==> config.mk <==
export PLATFORM = sky130hd
export DESIGN_NAME = chain_pulse_stimulus
export DESIGN_NICKNAME = d
export VERILOG_FILES = /design/src/rtl/chain_pulse_stimulus.sv
export SDC_FILE = /design/constraint.sdc
export NUM_CORES = 1
export LEC_CHECK = 0
export BUFFER_PORTS_ARGS = -buffer_cell sky130_fd_sc_hd__buf_4
export CAP_MARGIN = 20
export CORE_MARGIN = 2
export CORE_UTILIZATION = 53
export DETAILED_ROUTE_END_ITERATION = 10
export PLACE_DENSITY = 0.77
export SLEW_MARGIN = 20
export SYNTH_ARGS = -nofsm -noshare
export SYNTH_HDL_FRONTEND = slang
export SYNTH_SLANG_ARGS = --single-unit
==> constraint.sdc <==
create_clock -name clk -period 2.6 [get_ports clk]
set_clock_uncertainty 0.1 [all_clocks]
set_input_delay 0.13 -clock clk [delete_from_list [all_inputs] [get_ports clk]]
set_output_delay 0.13 -clock clk [all_outputs]
set_load 0.1 [all_outputs]
==> src/rtl/chain_pulse_stimulus.sv <==
// Pulse-train driver and edge/latency capture for delay-chain evaluation.
// Drives a programmed pulse train, synchronizes the chain return and measures it.
module chain_pulse_stimulus #(
   parameter int CNT_W        = 16,
   parameter int NP_W         = 8,
   parameter int DRAIN_CYCLES = 8
) (
   input  logic             clk,
   input  logic             rst_n,
   input  logic             start,
   input  logic [CNT_W-1:0] high_cycles,
   input  logic [CNT_W-1:0] low_cycles,
   input  logic [NP_W-1:0]  num_pulses,
   output logic             stim_out,
   input  logic             chain_in,
   output logic             busy,
   output logic             done,
   output logic [NP_W-1:0]  edge_count,
   output logic [CNT_W-1:0] latency,
   output logic             timeout
);

   typedef enum logic [2:0] {IDLE, HIGH, LOW, DRAIN, DONE} state_t;

   localparam logic [CNT_W-1:0] ONE_C    = CNT_W'(1);
   localparam logic [NP_W-1:0]  ONE_N    = NP_W'(1);
   localparam logic [CNT_W-1:0] DRAIN_LD = CNT_W'(DRAIN_CYCLES - 1);

   state_t           state, state_nxt;
   logic [CNT_W-1:0] h_cfg, l_cfg;
   logic [CNT_W-1:0] ph_cnt, ph_nxt;
   logic [NP_W-1:0]  np_cnt, np_nxt;
   logic [CNT_W-1:0] lat_cnt;
   logic             accept;
   logic             sync1, sync2, sync2_d;
   logic             edge_det;
   logic             seen;

   function automatic logic [CNT_W-1:0] eff_len(input logic [CNT_W-1:0] v);
      return (v == '0) ? ONE_C : v;
   endfunction

   function automatic logic [CNT_W-1:0] sat_inc_c(input logic [CNT_W-1:0] v);
      return (&v) ? v : v + ONE_C;
   endfunction

   function automatic logic [NP_W-1:0] sat_inc_n(input logic [NP_W-1:0] v);
      return (&v) ? v : v + ONE_N;
   endfunction

   // Next-state and phase/pulse counter decode; counters are loaded with length-1
   always_comb begin
      state_nxt = state;
      ph_nxt    = ph_cnt;
      np_nxt    = np_cnt;
      accept    = 1'b0;
      case (state)
         IDLE: begin
            if (start) begin
               accept = 1'b1;
               if (num_pulses == '0) begin
                  state_nxt = DONE;
               end else begin
                  state_nxt = HIGH;
                  ph_nxt    = eff_len(high_cycles) - ONE_C;
                  np_nxt    = num_pulses;
               end
            end
         end
         HIGH: begin
            if (ph_cnt == '0) begin
               state_nxt = LOW;
               ph_nxt    = eff_len(l_cfg) - ONE_C;
            end else begin
               ph_nxt = ph_cnt - ONE_C;
            end
         end
         LOW: begin
            if (ph_cnt == '0) begin
               if (np_cnt == ONE_N) begin
                  state_nxt = DRAIN;
                  ph_nxt    = DRAIN_LD;
               end else begin
                  state_nxt = HIGH;
                  np_nxt    = np_cnt - ONE_N;
                  ph_nxt    = eff_len(h_cfg) - ONE_C;
               end
            end else begin
               ph_nxt = ph_cnt - ONE_C;
            end
         end
         DRAIN: begin
            if (ph_cnt == '0) state_nxt = DONE;
            else              ph_nxt    = ph_cnt - ONE_C;
         end
         DONE:    state_nxt = IDLE;
         default: state_nxt = IDLE;
      endcase
   end

   always_ff @(posedge clk or negedge rst_n) begin
      if (!rst_n) begin
         state    <= IDLE;
         ph_cnt   <= '0;
         np_cnt   <= '0;
         h_cfg    <= '0;
         l_cfg    <= '0;
         stim_out <= 1'b0;
         busy     <= 1'b0;
         done     <= 1'b0;
      end else begin
         state    <= state_nxt;
         ph_cnt   <= ph_nxt;
         np_cnt   <= np_nxt;
         stim_out <= (state_nxt == HIGH);
         busy     <= (state_nxt == HIGH) || (state_nxt == LOW) || (state_nxt == DRAIN);
         done     <= (state_nxt == DONE);
         if (accept) begin
            h_cfg <= high_cycles;
            l_cfg <= low_cycles;
         end
      end
   end

   // Two-flop synchronizer plus one delay tap for edge detection
   always_ff @(posedge clk or negedge rst_n) begin
      if (!rst_n) begin
         sync1   <= 1'b0;
         sync2   <= 1'b0;
         sync2_d <= 1'b0;
      end else begin
         sync1   <= chain_in;
         sync2   <= sync1;
         sync2_d <= sync2;
      end
   end

   assign edge_det = sync2 ^ sync2_d;

   // Capture: lat_cnt reads 0 in the first stim_out-high cycle; an empty run reports timeout at once
   always_ff @(posedge clk or negedge rst_n) begin
      if (!rst_n) begin
         edge_count <= '0;
         latency    <= '0;
         timeout    <= 1'b0;
         lat_cnt    <= '0;
         seen       <= 1'b0;
      end else if (accept) begin
         edge_count <= '0;
         lat_cnt    <= '0;
         seen       <= 1'b0;
         if (num_pulses == '0) begin
            timeout <= 1'b1;
            latency <= '1;
         end else begin
            timeout <= 1'b0;
            latency <= '0;
         end
      end else if (busy) begin
         lat_cnt <= sat_inc_c(lat_cnt);
         if (edge_det) begin
            edge_count <= sat_inc_n(edge_count);
            if (!seen) begin
               seen    <= 1'b1;
               latency <= lat_cnt;
            end
         end
         if ((state == DRAIN) && (state_nxt == DONE) && !seen && !edge_det) begin
            timeout <= 1'b1;
            latency <= '1;
         end
      end
   end

endmodule

After elaboration in Yosys (flattened, before gate mapping):

Index checks and enable logic that the tools add are counted.

* add/subtract/negate cells: 7
* multipliers: 0
* divide/modulo/power cells: 0
* order comparisons: 0
* eq/ne operators: 16
* shifts and indexed selects: 0
* multiplexer cells: 44
* bitwise operators: 1
* reductions and logical operators: 28

Operators by type and width (count)
* 2-to-1 mux 16 bit: 18
* zero test 16 bit: 4
* 2-to-1 mux 8 bit: 8
* one-hot mux 16 bit (4 select lines): 1
* subtractor 16 x 1 -> 16 bit (second input constant): 4
* adder 16 x 1 -> 16 bit (second input constant): 1
* one-hot mux 8 bit (2 select lines): 1
* AND reduction 16 bit: 1
* 2-to-1 mux 3 bit: 5
* inequality test 2 bit (second input constant): 7
* == test 3 x 2 -> 1 bit (second input constant): 4
* one-hot mux 3 bit (4 select lines): 1
* 2-to-1 mux 1 bit: 9
* adder 8 x 1 -> 8 bit (second input constant): 1
* == test 8 x 1 -> 1 bit (second input constant): 1
* zero test 8 bit: 1
* AND reduction 8 bit: 1
* nonzero test 2 bit: 4
* subtractor 8 x 1 -> 8 bit (second input constant): 1
* == test 3 x 1 -> 1 bit (second input constant): 2
* AND reduction 2 bit: 3
* AND reduction 3 bit: 2
* AND reduction 5 bit: 1
* AND reduction 4 bit: 1
* other kinds (10): 14

* register bits after elaboration: 107
* latch bits: 0
* RAM bits: 0
* ROM bits: 0
* input bits: 44
* memories: 0

Longest topological paths before layout:

Gate-level depths: netlist of the first run.

* word-level depth: 11
* gate-level depth with buffers: 11

Least setup slack after synthesis of the first run:

No wires, ideal clock.

* path type: flip-flop to flip-flop
* from: register h_cfg[8]
* to: register ph_cnt[12]
* data arrival time: 2.450 ns
* setup slack: -0.079 ns
* stages on the path, launching flop included: 12
* buffers on the path: 0
* cells stage by stage: dfrtp_1 > nor4_1 > and2_1 > a31o_2 > inv_1 > ha_1 > nor3b_1 > nand3_1 > xor2_1 > o22ai_1 > a221oi_1 > o21ai_0

* word-level cells in the longest chain between the ends: 6

RTL lines
* start: declaration: RTL line 30 `logic [CNT_W-1:0] h_cfg, l_cfg;`
* start signal: assignment: RTL line 119 `h_cfg <= high_cycles;`
* zero test 16 bit: RTL line 40 `return (v == '0) ? ONE_C : v;`
* 2-to-1 mux 16 bit (*): RTL line 40
* subtractor 16 x 1 -> 16 bit (*): RTL line 86 `ph_nxt = eff_len(h_cfg) - ONE_C;`
* 2-to-1 mux 16 bit (*): RTL line 80 `if (np_cnt == ONE_N) begin`
* 2-to-1 mux 16 bit (*): RTL line 79 `if (ph_cnt == '0) begin`
* one-hot mux 16 bit (4 select lines) (*): RTL line 57 `case (state)`
* end signal: assignment: RTL line 113 `ph_cnt <= ph_nxt;`
* end: declaration: RTL line 31 `logic [CNT_W-1:0] ph_cnt, ph_nxt;`

Every way passes the cells marked *; elsewhere a longest branch is shown, timed or not.
A chain may end at the register's enable or synchronous reset.

Worst setup path after layout of the first run:

* from: register ph_cnt[1]
* to: register ph_cnt[1]

* word-level cells in the longest chain between the ends: 3
* elaborated cells between the ends (all ways): 8
* classes of those cells: add/sub (1); eq/ne (1); mux (4); reduce/logical (2)

RTL lines
* subtractor 16 x 1 -> 16 bit or zero test 16 bit (tied branches)
* 2-to-1 mux 16 bit, or another cell as far along: RTL line 93 `if (ph_cnt == '0) state_nxt = DONE;`
* one-hot mux 16 bit (4 select lines) or AND reduction 4 bit (tied branches)

Several ways; a longest one is shown, not always the timed one. The select of a mux whose other input is x is not followed.

==> results of run 1 <==
## worst min-delay path, stage by stage
cell and delay (ps):
buf_4 80, o21ai_0 80, a21oi_1 140
## where the power goes
group	internal [uW]	switching, uW	total [uW]
registers	2050	439	2490
clock network	684	629	1310
logic	1020	1880	2900
total	3750	2950	6700
## registers in the layout, summed over array words and instances (netlist names), 3 cells and up
name	flops
edge_count	8
h_cfg	16
l_cfg	16
lat_cnt	16
latency	16
np_cnt	8
ph_cnt	16
state	3
## worst min-delay path by stage
| stage | slack [ps] | startpoint | to | depth (start not counted) |
|---|---|---|---|---|
| 2_1_floorplan | -270 | rst_n | busy | 0 |
| 3_3_place_gp | 140 | chain_in | sync1 | 1 |
| 3_5_place_dp | 140 | chain_in | sync1 | 1 |
| 4_1_cts | 5 | num_pulses[5] | np_cnt[5] | 3 |
| 5_1_grt | 30 | num_pulses[5] | np_cnt[5] | 3 |
| 6_report | 10 | num_pulses[5] | np_cnt[5] | 3 |
## routing by layer
metal / global-route usage (%) / share of wire (%)
met2: 51.22 / 50
met3: 6.427 / 6.4
met4: 10.16 / 3.0
met5: 0 / 0
met1: 40.67 / 41
## through the flow
stage	hold WS (ps)	area, um^2
final	14.60	8517
after global routing	26.14	8517
after CTS	5.461	8305
after detailed placement	140.4	7607
after global placement	139.9	7607
after floorplan	-265.6	6324
## cells in the mapped netlist, drive strengths merged (5+ instances only)
library cell,number,share of area (%)
o21ai,54,4.9
o22ai,10,0.99
nand2b,5,0.50
nand4,10,0.99
clkbuf,21,1.2
a21oi,31,2.5
a31oi,7,0.69
nor4,20,2.6
buf,11,1.2
a211oi,7,0.91
nor2,89,5.3
nand3,17,1.3
or2,5,0.50
and3,9,0.91
and2,5,0.50
xnor2,23,3.2
nor3,29,2.3
or3,13,1.3
nand2,139,8.3
xor2,29,4.0
inv,16,0.95
ha,8,1.6
o211ai,7,0.83
mux2i,7,1.1
dfrtp,107,42
## what timing repair did
action / CTS / global route
gates cloned: 0 / 2
endpoints found under the setup margin: 11 / 35
hold buffers: 39 / 0
buffers inserted: 0 / 6
gates resized for setup: 8 / 39
endpoints found under the hold margin: 105 / 0
pin swaps: 4 / 20
## kinds of logic after synthesis
logic type	Yosys count	share of synthesized area [%]
muxes	8	1.287
buffers and inverters	48	3.446
xor gates and xnor gates	52	7.209
adders and majority gates	8	1.585
AOI/OAI and AO/OA	159	16.78
and+or+nand+nor	363	27.31
DFF	107	42.38
## final cells by class
class | instances | area share [%]
timing repair buffer | 207 | 19.83
tap | 143 | 2.101
clock buffer | 12 | 2.894
multi-input combinational | 592 | 42.62
clock inverter | 4 | 0.3820
sequential | 107 | 31.44
inverter | 16 | 0.7345
==> impl_metrics.ini, run 1 <==
[synthesis]
synth_area_per_cell_um2 = 8.480
syn_inst = 745
yosysSeqAreaShare_pct = 42.38
yosys_register_bits = 107
synthDistinctLibCells = 71
syn_nets = 797
syn_area_um2 = 6317
yosysWarnings = 0
async_flop_share_pct = 100.0
synth_ff_type = dfrtp_1
synth_edf_count = 0

[clock_network]
ctsRootBufferMaster = clkbuf_16
numCtsBuffers = 9
cts_tree = done
clk_pin_slew_ps = 70
cts.sinks = 107
clock_latency_ps = 360
htreeDepth = 3
cts_max_path_buffers = 2

[sta]
finalSetupTns_ps = 0
finalCriticalPeriod_ps = 2583
setup_violations = 0
max_freq_mhz = 387.2
rsz0062_at_grt = yes
min_period_over_period_pct = 99.33
worst_slack_ps = 17.38
relSlewSlack_pct = 38.43
slew_viol_final = 0
worstMarginPinSlew_ps = 923.5
hold_violations = 0

[finish]
final_cell_mix = buf_4, nand2_1, dfrtp_1, nor2_1, dlygate4sd3_1
multi_input_area_um2 = 3630
n_antenna_cell = 0
instances_no_fill = 1081
final_util_pct = 73.96
syn_to_final_growth_pct = 34.82
fillers = 862
final_common_cell = buf_4
layout.nets = 985
drive_gt1_share_pct = 25.80
area.sequential_um2 = 2678

[floorplanning]
ios = 72
rows = 39
initial_core_util_pct = 54.86
core_um2 = 11520
dieArea_um2 = 12810
die_height_um = 113.2
die_w_um = 113.2

[place]
gp_congestion = 1.013
pre_cts_ws_ps = -38.15
dp_hpwl_mm = 14.15
post-place-cells = 1018
portBuffers = 71

[critical_path]
worstSetupPathType = reg -> reg
reg2reg_to = ph_cnt[1]
cp-start-kind = flop
cp.required_ps = 2750
crit_family = simple AND/OR/NAND/NOR gates
slowest_stage = or4b_4
timing.rr.start = ph_cnt[1]
crit_path_end_kind = flop
r2r_slack_ps = 20
critPathMaxFanout = 7
path_depth = 9
reg2reg_depth = 9
critPathCapture = ph_cnt[1]
crit_chain = inv_2 > ha_4 > or4b_4 > nor4_4 > buf_4 > nand2_4 > a221o_1 > a211oi_2 > a21oi_1
critical_path_arrival_ps = 2730
crit_buf_inv = 2
worstSetupStartpoint = ph_cnt[1]
cp_slowest_stage_delay_ps = 490

[global_routing]
grt_use_total_pct = 30.89
grt_max_degree = 71
grt_pass1_vias = 6190
grt_pass1_wl_mm = 31.22
antenna_found_initial = 0
globalRouteOverflowTotal = 0

[run_status]
status = finished with violations
failed_checks = DRC

[power]
power.density_nw_per_um2 = 786.8
power_leakage_uw = 0.003822
irDropWorstVdd_v = 0.001180
finalPower_uw = 6701

[detailed_routing]
wl_mm = 20.16
drtAntennaViolNets = 0
dr.first_iter.drc_count = 644
first_pass_iters = 8
wl_per_cell_um = 18.65
drc = 2
via_count = 6504
vias_per_cell = 6.017

[hold_path]
hold_path_class = in -> reg

[job]
maxCapViolCount = 0
Power figures use the tool's default switching activity.
==> inputs of run 2 (changes only) <==
--- a/config.mk
+++ b/config.mk
@@ -8,7 +8,8 @@
 export BUFFER_PORTS_ARGS = -buffer_cell sky130_fd_sc_hd__buf_4
 export CAP_MARGIN = 20
 export CORE_MARGIN = 2
-export CORE_UTILIZATION = 53
+export CORE_UTILIZATION = 55
+export CTS_CLUSTER_DIAMETER = 200
 export DETAILED_ROUTE_END_ITERATION = 10
 export PLACE_DENSITY = 0.77
 export SLEW_MARGIN = 20
==> constraint.sdc (replaced) <==
create_clock -name clk -period 3.1 [get_ports clk]
set_clock_uncertainty 0.1 [all_clocks]
set_input_delay 0.155 -clock clk [delete_from_list [all_inputs] [get_ports clk]]
set_output_delay 0.155 -clock clk [all_outputs]
set_load 0.1 [all_outputs]
==> run 2 against run 1 <==
Compared with the run above:
- the flow now finishes without violations
- largest power group unchanged
- cell count fell by 6.4%
- clock power fell by 5%
- largest cell class unchanged
- sequential power fell by 14%
==> impl_metrics.ini, run 2 (synthesis gave the netlist of run 1 again) <==
[global_routing]
grt_pass1_wl_mm = 31.60
antenna_found_initial = 0
grt_use_total_pct = 32.06
grt_max_degree = 63
globalRouteOverflowTotal = 0
grt_pass1_vias = 6097

[power]
irDropWorstVdd_v = 0.0008502
power_leakage_uw = 0.003457
finalPower_uw = 5516
power.density_nw_per_um2 = 705.6

[sta]
finalCriticalPeriod_ps = 2929
whs_ps = 13.24
min_period_over_period_pct = 94.48
finalSetupTns_ps = 0
rsz0062_at_grt = no
setup_violations = 0
max_freq_mhz = 341.4
worstMarginPinSlew_ps = 731.9
slew_viol_final = 0
hold_violations = 0
relSlewSlack_pct = 51.20
worst_slack_ps = 171.0

[floorplanning]
initial_core_util_pct = 55.80
die_w_um = 111.2
dieArea_um2 = 12360
ios = 72
rows = 39
core_um2 = 11320
die_height_um = 111.2

[critical_path]
critPathMaxFanout = 5
reg2reg_depth = 9
cp.required_ps = 3270
crit_family = simple AND/OR/NAND/NOR gates
r2r_slack_ps = 210
reg2reg_to = ph_cnt[1]
crit_path_end_kind = flop
cp_slowest_stage_delay_ps = 560
crit_buf_inv = 2
cp-start-kind = input port
critical_path_arrival_ps = 3100
crit_path_frequent_cell = nor2_1
crit_chain = dlygate4sd3_1 > buf_4 > nor4_1 > nand4b_1 > nor2_1 > nor2_1 > ha_1 > nand2_1 > or3_1 > xnor2_1 > a21oi_1 > o221ai_1
worstSetupPathType = in -> reg
slowest_stage = dlygate4sd3_1
timing.rr.start = ph_cnt[1]

[finish]
final_cell_mix = nand2_1, dfrtp_1, buf_4, nor2_1, o21ai_0
drive_gt1_share_pct = 17.15
n_antenna_cell = 0
final_util_pct = 69.05
layout.nets = 916
final_common_cell = nand2_1
syn_to_final_growth_pct = 23.75

[clock_network]
ctsRootBufferMaster = clkbuf_16
clock_latency_ps = 360
cts_max_path_buffers = 2
cts.sinks = 107
numCtsBuffers = 9
post-cts-setup-buffer-count = 0
cts_tree = done
clk_pin_slew_ps = 80
htreeDepth = 3

[detailed_routing]
via_count = 6142
drtAntennaViolNets = 0
vias_per_cell = 6.069
wl_mm = 19.21
wl_per_cell_um = 18.98
drc = 0
first_pass_iters = 5
dr.first_iter.drc_count = 579

[hold_path]
hold_path_class = in -> reg
holdPathStages = 3
hold_end = np_cnt[2]
holdCritStartpoint = num_pulses[2]

[run_status]
status = complete, no violations

[place]
pre_cts_ws_ps = 212.0
portBuffers = 71
gp_congestion = 0.9416
dp_hpwl_mm = 13.73

[job]
maxCapViolCount = 0
run 2: changes by cell type in the layout (fill, tap and decap cells not counted), moves of 3 or more:
cell / previous run / this run
and2_1: 2 / 5
dlygate4sd3_1: 39 / 35
nor4_2: 6 / 1
nor3_2: 4 / 0
nor4_1: 11 / 17
o21ai_0: 36 / 42
o21ai_1: 8 / 2
or3_4: 3 / 0
or3_1: 10 / 13
nor3_1: 25 / 29
buf_4: 165 / 104
run 2: per-layer routing:
| layer | routed length [um] | GRT usage (%) | up-vias |
|---|---|---|---|
| met4 | 697 | 11.85 | 0 |
| met3 | 1383 | 7.217 | 56 |
| li1 | - | - | 2875 |
| met5 | 0 | 0 | - |
| met2 | 9209 | 52.60 | 262 |
| met1 | 7914 | 41.81 | 2949 |
run 2: report_power, final:
part / switching, uW / internal, uW
Clock: 574 / 667
Sequential: 404 / 1720
Combinational: 1470 / 680
Total: 2450 / 3070
run 2: area by class of cell:
cell class,count,area (um^2)
clock buffers,10,239.0
fillers,922,3503
well taps,143,178.9
repair buffers,140,1151
clock inverters,6,77.57
inverters,16,60.06
flip-flops and latches,107,2678
multi-input cells,590,3433
run 2: repair_timing:
action | in CTS | in global routing
hold buffers | 35 | 0
setup endpoints to repair | 0 | 1
endpoints found under the hold margin | 87 | 0
resized for setup | 0 | 1
run 2: stage by stage:
stage	cells	instance area, um^2
after global placement	961	7148
after CTS	1012	7815
after global routing	1012	7818
after floorplan	745	6317
final	1012	7818
after detailed placement	961	7148
run 2: worst max path at each step:
| stage | startpoint | to | cells after the start |
|---|---|---|---|
| finish | high_cycles[8] | ph_cnt[8] | 12 |
| global route | h_cfg[8] | ph_cnt[12] | 11 |
| CTS | ph_cnt[1] | ph_cnt[9] | 9 |
| detailed placement | ph_cnt[1] | ph_cnt[9] | 9 |
| global placement | ph_cnt[1] | ph_cnt[1] | 9 |
| floorplan | h_cfg[8] | ph_cnt[12] | 11 |
run 2: worst reg2reg max path, cell delays in order (launching register included):
cell and delay (ps):
dfrtp_1 410, inv_1 100, ha_1 180, or4b_4 510
nor4_4 150, buf_4 210, nand2_1 280, a221o_1 420
a211oi_1 330, a21oi_1 70
==> inputs of run 3 (changes only) <==
==> constraint.sdc (replaced) <==
create_clock -name clk -period 3.1 [get_ports clk]
set_clock_uncertainty 0.1 [all_clocks]
set_input_delay 0.465 -clock clk [delete_from_list [all_inputs] [get_ports clk]]
set_output_delay 0.465 -clock clk [all_outputs]
set_load 0.1 [all_outputs]
==> run 3 against run 2 <==
Compared with the run above:
- maximum frequency shrank 1.2%
- largest cell class unchanged
- clock power fell by 11%
- sequential cell count stayed put
- worst hold slack barely moved
- via count decreased by 3.1%
- sequential share of layout area up 1.9 points
- core utilization is 3.6 points lower
- wire length is 6.7% lower
==> impl_metrics.ini, run 3 (synthesis gave the netlist of run 1 again) <==
[run_status]
status = complete, no violations

[power]
irDropWorstVdd_v = 0.001011
combPwrFrac_pct = 38.9
switching_share_pct = 44.71
power.density_nw_per_um2 = 710.2
power_frac_clock_pct = 20.8
cell_internal_pwr_uw = 2911
power_leakage_uw = 0.003286
power.share.sequential_pct = 40.3
p_sw_uw = 2354

[critical_path]
crit_chain = inv_1 > ha_1 > or4b_4 > nor4_4 > and3_2 > a221o_2 > inv_2 > and3_1 > nor3_1
cp_slowest_stage_delay_ps = 520
slowest_stage = or4b_4
cp.required_ps = 3270
crit_path_end_kind = flop
worstSetupPathType = reg -> reg
reg2reg_depth = 9
critPathMaxFanout = 16
critical_path_arrival_ps = 3130
r2r_slack_ps = 130
cp-start-kind = flop

[detailed_routing]
drtAntennaViolNets = 0
wl_per_cell_um = 18.38
vias_per_cell = 6.104
via_count = 5951
wl_mm = 17.92
dr.first_iter.drc_count = 631
drc = 0
first_pass_iters = 5

[clock_network]
numCtsBuffers = 9
cts_tree = done
ctsResizeCount = 0
cts.sinks = 107
post-cts-setup-buffer-count = 0
ctsRootBufferMaster = clkbuf_16
cts_max_path_buffers = 2
clk_pin_slew_ps = 80
cts_hold_buf = 0
clock_latency_ps = 350
htreeDepth = 3

[hold_path]
hold_path_class = in -> async

[sta]
worst_slack_ps = 134.9
rsz0062_at_grt = no
slew_viol_final = 0
setup_violations = 0
min_period_over_period_pct = 95.65
max_freq_mhz = 337.3
finalCriticalPeriod_ps = 2965
finalSetupTns_ps = 0
relSlewSlack_pct = 59.02
worstMarginPinSlew_ps = 609.1
hold_violations = 0

[global_routing]
grt_pass1_wl_mm = 29.53
grt_max_degree = 48
grt_use_total_pct = 29.77
grt_pass1_vias = 5748
grtUsageMet1_pct = 40.02
top_usage_layer = met2
antenna_found_initial = 0
met2_usage_pct = 48.90
globalRouteOverflowTotal = 0
grtUsageMet3_pct = 5.577

[place]
post-place-cells = 958
portBuffers = 71
pre_cts_ws_ps = 166.8
dp_hpwl_mm = 13.38
gp_congestion = 0.9780

[floorplanning]
dieArea_um2 = 12360
initial_core_util_pct = 55.80
die_height_um = 111.2
core_um2 = 11320
rows = 39
ios = 72
die_w_um = 111.2

[finish]
final_common_cell = nand2_1
n_antenna_cell = 0
final_cell_mix = nand2_1, dfrtp_1, buf_4, nor2_1, o21ai_0
area.sequential_um2 = 2678
multi_input_area_um2 = 3431
syn_to_final_growth_pct = 17.35
layout.nets = 879
drive_gt1_share_pct = 17.43
instances_no_fill = 975
fillers = 954

[job]
maxCapViolCount = 0
-- run 3: worst paths after layout --
| kind | startpoint | endpoint |
|---|---|---|
| max | ph_cnt[1] | ph_cnt[5] |
| min | rst_n | np_cnt[4] |
| max reg2reg | ph_cnt[1] | ph_cnt[5] |
| min reg2reg | sync1 | sync2 |
| max in group asynchronous | rst_n | ph_cnt[10] |
| min in group clk | chain_in | sync1 |
-- run 3: power groups by stage --
stage / combinational, uW / sequential (uW) / clock [uW]
floorplan: 792 / 2790 / 0
global placement: 2010 / 2120 / 0
detailed placement: 2040 / 2130 / 0
CTS: 2040 / 2110 / 1120
global route: 2190 / 2170 / 1170
finish: 2050 / 2120 / 1100
-- run 3: final cells by class --
class	count	area share, %
multi-input combinational	590	46.28
clock inverter	6	0.6920
sequential	107	36.12
inverter	16	0.8101
timing repair buffer	103	10.60
clock buffer	10	3.089
tap	143	2.414
-- run 3: worst max-delay path: cells and delay by family, from the launching register on --
kind	cells	cell delay, ps
compound gates	1	310
fa+ha+maj	1	200
buf+inv	2	310
simple gates	5	1550
flops	1	400
-- run 3: per-stage QoR --
step	utilization [%]	power [uW]	area (um^2)	hold slack, ps
6_report	65.48	5265	7413	12.90
5_1_grt	65.48	5537	7413	62.02
4_1_cts	65.42	5279	7406	25.34
3_5_place_dp	62.94	4168	7126	241.1
3_3_place_gp	62.94	4130	7126	235.1
2_1_floorplan	-	3585	6317	69.41
-- run 3: metal layers --
metal,routed length (um),vias to the layer above
met5,0,-
met4,430,0
met3,1380,41
met2,8637,250
met1,7477,2849
li1,-,2811
